File: src/rtl/regfile_wb_arbiter_if.sv
// Writeback request bus between the three result sources and the arbiter,
// plus the registered regfile write port the arbiter drives.
interface regfile_wb_arbiter_if #(
  parameter int DATA_W = 32,
  parameter int ADDR_W = 5
);
  logic [2:0]          req_valid;
  logic [2:0]          req_ready;
  logic [3*ADDR_W-1:0] req_addr;
  logic [3*DATA_W-1:0] req_data;
  logic                wb_we;
  logic [ADDR_W-1:0]   wb_waddr;
  logic [DATA_W-1:0]   wb_wdata;

  modport master (output req_valid, req_addr, req_data,
                  input  req_ready, wb_we, wb_waddr, wb_wdata);
  modport slave  (input  req_valid, req_addr, req_data,
                  output req_ready, wb_we, wb_waddr, wb_wdata);
endinterface

File: src/rtl/regfile_wb_arbiter.sv
// Round-robin arbiter for the regfile write port (ALU/LSU/MDU) with a
// pending-write scoreboard that decode queries for RAW stalls.
module regfile_wb_arbiter #(
  parameter int DATA_W = 32,
  parameter int ADDR_W = 5,
  parameter int NREG   = 32
) (
  input  logic                clk,
  input  logic                rst,
  regfile_wb_arbiter_if.slave bus,
  input  logic                sb_set,
  input  logic [ADDR_W-1:0]   sb_set_addr,
  input  logic                flush,
  input  logic [ADDR_W-1:0]   sb_raddr1,
  output logic                sb_busy1,
  input  logic [ADDR_W-1:0]   sb_raddr2,
  output logic                sb_busy2,
  output logic                sb_any_busy,
  output logic                err_orphan
);
  logic [2:0][ADDR_W-1:0] addr_a;
  logic [2:0][DATA_W-1:0] data_a;
  logic [1:0]             ptr, ord1, ord2, gidx;
  logic                   any;
  logic [2:0]             grant;
  logic [ADDR_W-1:0]      sel_addr;
  logic                   wr_live;
  logic [NREG-1:0]        busy, busy_nxt;

  assign addr_a = bus.req_addr;
  assign data_a = bus.req_data;

  // Search order ptr, ptr+1, ptr+2 (mod 3); ptr only ever holds 0..2.
  assign ord1 = (ptr == 2'd2) ? 2'd0 : ptr + 2'd1;
  assign ord2 = (ptr == 2'd0) ? 2'd2 : ptr - 2'd1;

  always_comb begin
    any  = 1'b1;
    gidx = ptr;
    if      (bus.req_valid[ptr])  gidx = ptr;
    else if (bus.req_valid[ord1]) gidx = ord1;
    else if (bus.req_valid[ord2]) gidx = ord2;
    else                          any  = 1'b0;
    grant = any ? (3'b001 << gidx) : 3'b000;
  end

  assign bus.req_ready = rst ? grant : 3'b000;
  assign sel_addr      = addr_a[gidx];
  assign wr_live       = any && (sel_addr != '0);

  // Flush beats everything; otherwise a new producer (set) beats retirement (clear).
  always_comb begin
    busy_nxt = busy;
    if (wr_live) busy_nxt[sel_addr] = 1'b0;
    if (flush)                                busy_nxt = '0;
    else if (sb_set && sb_set_addr != '0)     busy_nxt[sb_set_addr] = 1'b1;
    busy_nxt[0] = 1'b0;
  end

  always_ff @(posedge clk or negedge rst) begin
    if (!rst) begin
      ptr          <= 2'd0;
      busy         <= '0;
      bus.wb_we    <= 1'b0;
      bus.wb_waddr <= '0;
      bus.wb_wdata <= '0;
      err_orphan   <= 1'b0;
    end else begin
      busy       <= busy_nxt;
      bus.wb_we  <= wr_live;
      err_orphan <= wr_live && !busy[sel_addr];
      if (any) begin
        ptr          <= (gidx == 2'd2) ? 2'd0 : gidx + 2'd1;
        bus.wb_waddr <= sel_addr;
        bus.wb_wdata <= data_a[gidx];
      end
    end
  end

  assign sb_busy1    = busy[sb_raddr1];
  assign sb_busy2    = busy[sb_raddr2];
  assign sb_any_busy = |busy;
endmodule

File: src/flat_wrapper.sv
// flat-port wrapper written by rule: the top's interface ports become plain ports
module regfile_wb_arbiter_flat 
#(
  parameter int DATA_W = 32,
  parameter int ADDR_W = 5,
  parameter int NREG   = 32
)
  (clk, rst, sb_set, sb_set_addr, flush, sb_raddr1, sb_busy1, sb_raddr2, sb_busy2, sb_any_busy, err_orphan, bus_req_valid, bus_req_addr, bus_req_data, bus_req_ready, bus_wb_we, bus_wb_waddr, bus_wb_wdata);
  regfile_wb_arbiter_if #(.DATA_W(DATA_W), .ADDR_W(ADDR_W)) bus_i ();
  input  logic clk;
  input  logic rst;
  input  logic sb_set;
  input  logic [ADDR_W-1:0] sb_set_addr;
  input  logic flush;
  input  logic [ADDR_W-1:0] sb_raddr1;
  output logic sb_busy1;
  input  logic [ADDR_W-1:0] sb_raddr2;
  output logic sb_busy2;
  output logic sb_any_busy;
  output logic err_orphan;
  input wire logic [$bits(bus_i.req_valid)-1:0] bus_req_valid;
  input wire logic [$bits(bus_i.req_addr)-1:0] bus_req_addr;
  input wire logic [$bits(bus_i.req_data)-1:0] bus_req_data;
  output wire logic [$bits(bus_i.req_ready)-1:0] bus_req_ready;
  output wire logic [$bits(bus_i.wb_we)-1:0] bus_wb_we;
  output wire logic [$bits(bus_i.wb_waddr)-1:0] bus_wb_waddr;
  output wire logic [$bits(bus_i.wb_wdata)-1:0] bus_wb_wdata;
  assign bus_i.req_valid = bus_req_valid;
  assign bus_i.req_addr = bus_req_addr;
  assign bus_i.req_data = bus_req_data;
  assign bus_req_ready = bus_i.req_ready;
  assign bus_wb_we = bus_i.wb_we;
  assign bus_wb_waddr = bus_i.wb_waddr;
  assign bus_wb_wdata = bus_i.wb_wdata;
  regfile_wb_arbiter #(.DATA_W(DATA_W), .ADDR_W(ADDR_W), .NREG(NREG)) u_core (.clk(clk), .rst(rst), .bus(bus_i), .sb_set(sb_set), .sb_set_addr(sb_set_addr), .flush(flush), .sb_raddr1(sb_raddr1), .sb_busy1(sb_busy1), .sb_raddr2(sb_raddr2), .sb_busy2(sb_busy2), .sb_any_busy(sb_any_busy), .err_orphan(err_orphan));
endmodule
File: config.mk
export PLATFORM = sky130hd
export DESIGN_NAME = regfile_wb_arbiter_flat
export DESIGN_NICKNAME = d
export VERILOG_FILES = /design/src/rtl/regfile_wb_arbiter_if.sv /design/src/rtl/regfile_wb_arbiter.sv /design/src/flat_wrapper.sv
export SDC_FILE = /design/constraint.sdc
export NUM_CORES = 1
export LEC_CHECK = 0
export CORE_MARGIN = 4
export CORE_UTILIZATION = 40
export DETAILED_ROUTE_END_ITERATION = 7
export HOLD_SLACK_MARGIN = 0.02
export MAX_ROUTING_LAYER = met4
export PLACE_DENSITY = 0.73
export RECOVER_POWER = 100
export SLEW_MARGIN = 20
export SYNTH_ARGS = -nofsm -noshare
export SYNTH_HDL_FRONTEND = slang
export SYNTH_SLANG_ARGS = --single-unit
File: constraint.sdc
create_clock -name clk -period 9.6 [get_ports clk]
set_input_delay 0.96 -clock clk [delete_from_list [all_inputs] [get_ports clk]]
set_output_delay 0.96 -clock clk [all_outputs]
set_load 0.1 [all_outputs]
Yosys cells after proc, flatten, opt, wreduce, memory -nomap -nowiden
Cells that the tools add are included.
- register bits: 72
- output and inout port bits: 45
- logic and storage cells: 69
- add/sub/neg operators: 3
- $lt $le $gt $ge: 10
- equal/unequal tests: 2
- shift operators: 1
- mux-type cells: 34
- bitwise gates (word level): 3
- reductions and logical operators: 10
- operator list (kind ; number):
    $mux 32 ; 4
    $bmux 32 s2 ; 1
    $and 32x32->32 ; 1
    $not 32->32 ; 1
    $or 32x32->32 ; 1
    $reduce_or 31->1 ; 1
    $lt 5x6->1 const B ; 4
    $bmux 1 s5 ; 3
    $lt 2x3->1 const B ; 4
    $mux 2 ; 6
    $mux 1 ; 11
    $bmux 5 s2 ; 1
    $demux 1 s5 ; 2
    $ge 5x1->1 const B ; 2
    $reduce_bool 5->1 ; 2
    $bmux 1 s2 ; 3
    $mux 3 ; 2
    $logic_and 1x1->1 ; 5
    $mux 5 ; 1
    $add 2x1->2 const B ; 2
    $eq 2x2->1 const B ; 2
    $shl 1x2->3 const A ; 1
    $logic_not 2->1 ; 1
    $sub 2x1->2 const B ; 1
    $logic_not 1->1 ; 1

Depth between registers and ports, before layout
- word-level depth: 19
- gate-level depth with buffers: 16
- gate-level depth less buffers: 12

Worst setup path before layout
No wires, ideal clock.
- path type: register -> output
- start: register u_core.ptr[0]
- end: output port bus_req_ready[0]
- arrival: 3581 ps
- required time: 8640 ps
- slack: 5059 ps
- stages on the path, launching flop included: 13
- path buffers: 4
- path through: dfrtp_1 > buf_6 > inv_1 > ha_1 > or3b_1 > a21oi_2 > o211ai_2 > a21oi_2 > buf_4 > and2_1 > clkbuf_1 > clkbuf_1 > and3_1
- cells in the longest elaborated chain, start to end: 10
- RTL lines (element ; line ; text):
    start, declared ; regfile_wb_arbiter.sv:23 ; logic [1:0] ptr, ord1, ord2, gidx;
    start signal, assigned ; regfile_wb_arbiter.sv:73 ; ptr <= (gidx == 2'd2) ? 2'd0 : gidx + 2'd1;
    $sub 2x1->2 / $logic_not 2->1 (equally long branches) ; regfile_wb_arbiter.sv:35 ; assign ord2 = (ptr == 2'd0) ? 2'd2 : ptr - 2'd1;
    $mux 2 ; regfile_wb_arbiter.sv:35 ;
    $bmux 1 s2 ; regfile_wb_arbiter.sv:42 ; else if (bus.req_valid[ord2]) gidx = ord2;
    $mux 1 (not written as such) ; regfile_wb_arbiter.sv:42 ;
    $mux 2 ; regfile_wb_arbiter.sv:42 ;
    $mux 2 ; regfile_wb_arbiter.sv:41 ; else if (bus.req_valid[ord1]) gidx = ord1;
    $mux 2 ; regfile_wb_arbiter.sv:40 ; if (bus.req_valid[ptr]) gidx = ptr;
    $shl 1x2->3 ; regfile_wb_arbiter.sv:44 ; grant = any ? (3'b001 << gidx) : 3'b000;
    $mux 3 * ; regfile_wb_arbiter.sv:44 ;
    $mux 3 * ; regfile_wb_arbiter.sv:47 ; assign bus.req_ready = rst ? grant : 3'b000;
    end, declared ; flat_wrapper.sv:24 ; output wire logic [$bits(bus_i.req_ready)-1:0] bus_req_ready;
Mark *: on every way between the ends. The rest lies on a longest branch, timed or not. The select of a mux whose other input is x is not followed.

Final worst setup path
- start: input port bus_req_valid[1]
- end: output port bus_req_ready[0]
- cells in the longest elaborated chain, start to end: 8
- RTL lines (element ; line ; text):
    start, declared ; flat_wrapper.sv:21 ; input wire logic [$bits(bus_i.req_valid)-1:0] bus_req_valid;
    $bmux 1 s2 ; regfile_wb_arbiter.sv:42 ;
    $mux 1 (not written as such) ; regfile_wb_arbiter.sv:42 ;
    $mux 2 ; regfile_wb_arbiter.sv:42 ;
    $mux 2 ; regfile_wb_arbiter.sv:41 ;
    $mux 2 ; regfile_wb_arbiter.sv:40 ;
    $shl 1x2->3 ; regfile_wb_arbiter.sv:44 ;
    $mux 3 * ; regfile_wb_arbiter.sv:44 ;
    $mux 3 * ; regfile_wb_arbiter.sv:47 ;
Marked as above.

==> impl_metrics.py <==
metrics = {
    "logic_synthesis": {
        "syn_nets": 683,
        "ys_seq_area_share_pct": 36.4,
        "synth-seq-cells": 72,
        "netlist_instances": 545,
        "synth.distinct_cells": 62,
        "synth.cell_area_um2": 4950,
        "synth_edf_count": 0,
        "syn_area_per_cell_um2": 9.09,
        "synth_ff_type": "dfrtp_1",
        "yosys_warnings": 0,
        "async_flop_share_pct": 100,
    },
    "die": {
        "die_h_um": 119,
        "start_util_pct": 41.1,
        "dieWidth_um": 119,
        "num_rows": 40,
        "core_area_um2": 12100,
        "dieArea_um2": 14200,
        "ios": 178,
    },
    "drt": {
        "drtIter0Drc": 542,
        "antenna_left": 0,
        "first_pass_iters": 5,
        "via_per_inst": 5.91,
        "num_vias": 5158,
        "wl_per_cell_um": 21.4,
        "wirelength_um": 18700,
        "drcViolationCount": 0,
    },
    "outcome": {
        "violations": "max-capacitance violations, max-slew violations",
        "status": "finished with violations",
    },
    "place": {
        "dp_slack_ps": 3360,
        "io_buffers": 177,
        "finalWeightedCongestion": 0.926,
        "place_hpwl_um": 14300,
    },
    "cts": {
        "cts.clk_slew.worst_paths_ps": 60,
        "cts.path.max_buffers": 2,
        "cts_setup_buffers": 0,
        "root_buffer": "clkbuf_16",
        "htreeDepth": 3,
        "cts.sinks": 72,
        "cts_hold_buf": 0,
        "clk_latency_ps": 340,
        "numCtsBuffers": 9,
        "ctsResizeCount": 0,
        "cts_tree": "done",
    },
    "timing": {
        "min_period_ps": 7160,
        "clock.fmax_ghz": 0.140,
        "slew_viol_final": 115,
        "slew_headroom_pct": -70.0,
        "setup_slack_ps": 2440,
        "final_hold_viol_count": 0,
        "fin_crit_sh_pct": 74.5,
        "whs_ps": 484,
        "rsz0062_at_grt": "no",
        "setup_viol": 0,
        "fin_setup_tns_ps": 0,
        "finClkSkew_ps": 10.9,
        "tightest_slew_ps": 2550,
    },
    "worst_setup_path": {
        "required_ps": 8640,
        "reg2reg_slack_ps": 4620,
        "reg2reg_depth": 12,
        "endpoint_kind": "output pin",
        "cp-start-kind": "primary input",
        "crit_type": "in2out",
        "arrival_ps": 6200,
        "cp_max_fo": 26,
    },
    "global_route": {
        "grt_max_degree": 57,
        "antenna_found_initial": 0,
        "overflow": 0,
        "grt_pass1_vias": 5080,
        "grt_pass1_wl_um": 28900,
        "grtUsageTotal_pct": 26.4,
    },
    "pwr": {
        "power.density_nw_per_um2": 410,
        "p_leak_nw": 2.77,
        "ir_worst_vdd_mv": 0.232,
    },
    "finish": {
        "synthToLayoutAreaGrowth_pct": 42.0,
        "num_antenna_cells": 0,
        "num-nets-final": 838,
        "drive_above_1_share_pct": 8.51,
        "nFillCells": 1031,
    },
    "flow_run": {
        "maxCapViolCount": 3,
    },
    "min_path": {
        "whs_path_depth": 2,
        "hp-class": "reg2reg",
    },
}
## per-layer routing
| layer | part of all wire [%] | GRT usage, % |
|---|---|---|
| met4 | 2.3 | 8.45 |
| met3 | 10 | 7.79 |
| met5 | 0 | - |
| met1 | 40 | 32.3 |
| met2 | 48 | 42.2 |
## through the flow
| step | instances | util (%) | area (um2) | total power [mW] |
|---|---|---|---|---|
| after floorplan | 545 | - | 4950 | 2.09 |
| after global placement | 857 | 56.4 | 6800 | 2.60 |
| after detailed placement | 857 | 56.4 | 6800 | 2.63 |
| after CTS | 873 | 58.6 | 7070 | 2.95 |
| after global routing | 873 | 58.4 | 7040 | 3.04 |
| final | 873 | 58.4 | 7040 | 2.88 |
## critical path: stages
cell	delay (ps)
dlygate4sd3_1	640
mux2i_1	340
mux2i_1	230
o211a_1	320
a21oi_1	1030
and2_0	1160
and3_1	300
dlygate4sd3_1	1210
## cell type report
class | count | area [um2] | share of cell area (%)
clock buffers | 10 | 229 | 3.25
repair buffers | 182 | 1800 | 25.5
clock inverters | 6 | 42.5 | 0.604
inverters | 12 | 45.0 | 0.640
well taps | 168 | 210 | 2.99
multi-input cells | 423 | 2910 | 41.4
flip-flops and latches | 72 | 1800 | 25.6
## path summary, 6_finish.rpt
| path | from | end |
|---|---|---|
| setup / recovery | bus_req_valid[1] | bus_req_ready[0] |
| hold reg to reg | u_core.bus.wb_waddr[1] | u_core.bus.wb_waddr[1] |
| hold / removal | u_core.bus.wb_waddr[1] | u_core.bus.wb_waddr[1] |
| min in group asynchronous | rst | u_core.busy[25] |
| setup reg to reg | u_core.ptr[0] | u_core.busy[21] |
| max in group asynchronous | rst | u_core.bus.wb_waddr[4] |
## synthesized netlist by cell type, types with 4 or more instances
| master | count | area (um2) |
|---|---|---|
| mux4_2 | 19 | 428 |
| mux2_2 | 9 | 101 |
| nand2_1 | 56 | 210 |
| o21ai_1 | 4 | 20.0 |
| nand2b_1 | 8 | 50.1 |
| nand4_1 | 4 | 25.0 |
| and2_1 | 4 | 25.0 |
| ha_1 | 5 | 62.6 |
| a21boi_0 | 4 | 30.0 |
| o21ai_0 | 63 | 315 |
| nor2_1 | 38 | 143 |
| nor2b_1 | 6 | 37.5 |
| nor4_1 | 8 | 50.1 |
| inv_1 | 12 | 45.0 |
| dfrtp_1 | 72 | 1800 |
| nor3_1 | 7 | 35.0 |
| a22oi_1 | 54 | 405 |
| nand3_1 | 5 | 25.0 |
| a211oi_1 | 7 | 52.6 |
| a21oi_1 | 55 | 275 |
| and3_1 | 4 | 25.0 |
| clkbuf_1 | 26 | 97.6 |
| buf_2 | 4 | 20.0 |
| mux2i_1 | 13 | 130 |
## logic make-up after synthesis
logic type	share of synthesized area (%)
AO/OA/AOI/OAI	29.6
adder cells (fa/ha/maj)	1.26
buffers and inverters	4.49
flip-flops	36.4
multiplexers	13.9
AND/OR/NAND/NOR	14.4
## power breakdown
| group | total (mW) | switching (mW) | internal, mW | leakage [nW] |
|---|---|---|---|---|
| Combinational | 2.10 | 1.54 | 0.565 | 1.71 |
| Clock | 0.313 | 0.137 | 0.176 | 0.129 |
| Sequential | 0.467 | 0.0590 | 0.408 | 0.925 |
## flip-flops by register name (all words and copies together) (netlist names)
| name | count |
|---|---|
| u_core.bus.wb_we | 1 |
| u_core.bus.wb_waddr | 5 |
| u_core.ptr | 2 |
| u_core.err_orphan | 1 |
| u_core.bus.wb_wdata | 32 |
| u_core.busy | 31 |
## cell usage in the layout (no fill, tap or decap), drive strengths merged, types with 3 or more instances in the layout
master and instances:
clkdlybuf4s50 130, dfrtp 72, o21ai 68, a21oi 58, nand2 56, a22oi 54
dlygate4sd3 46, nor2 38, mux4 19, mux2i 14, inv 14, clkbuf 13
mux2 10, a211oi 9, nand2b 8, nor4 8, nor3 8, nor2b 6
nand3 6, ha 5, a21boi 4, o22ai 4, and3 4, nand4 4
and2 4, a21o 3, o211a 3, or2 3, buf 3, o31ai 3
(Power assumes the default switching activity.)
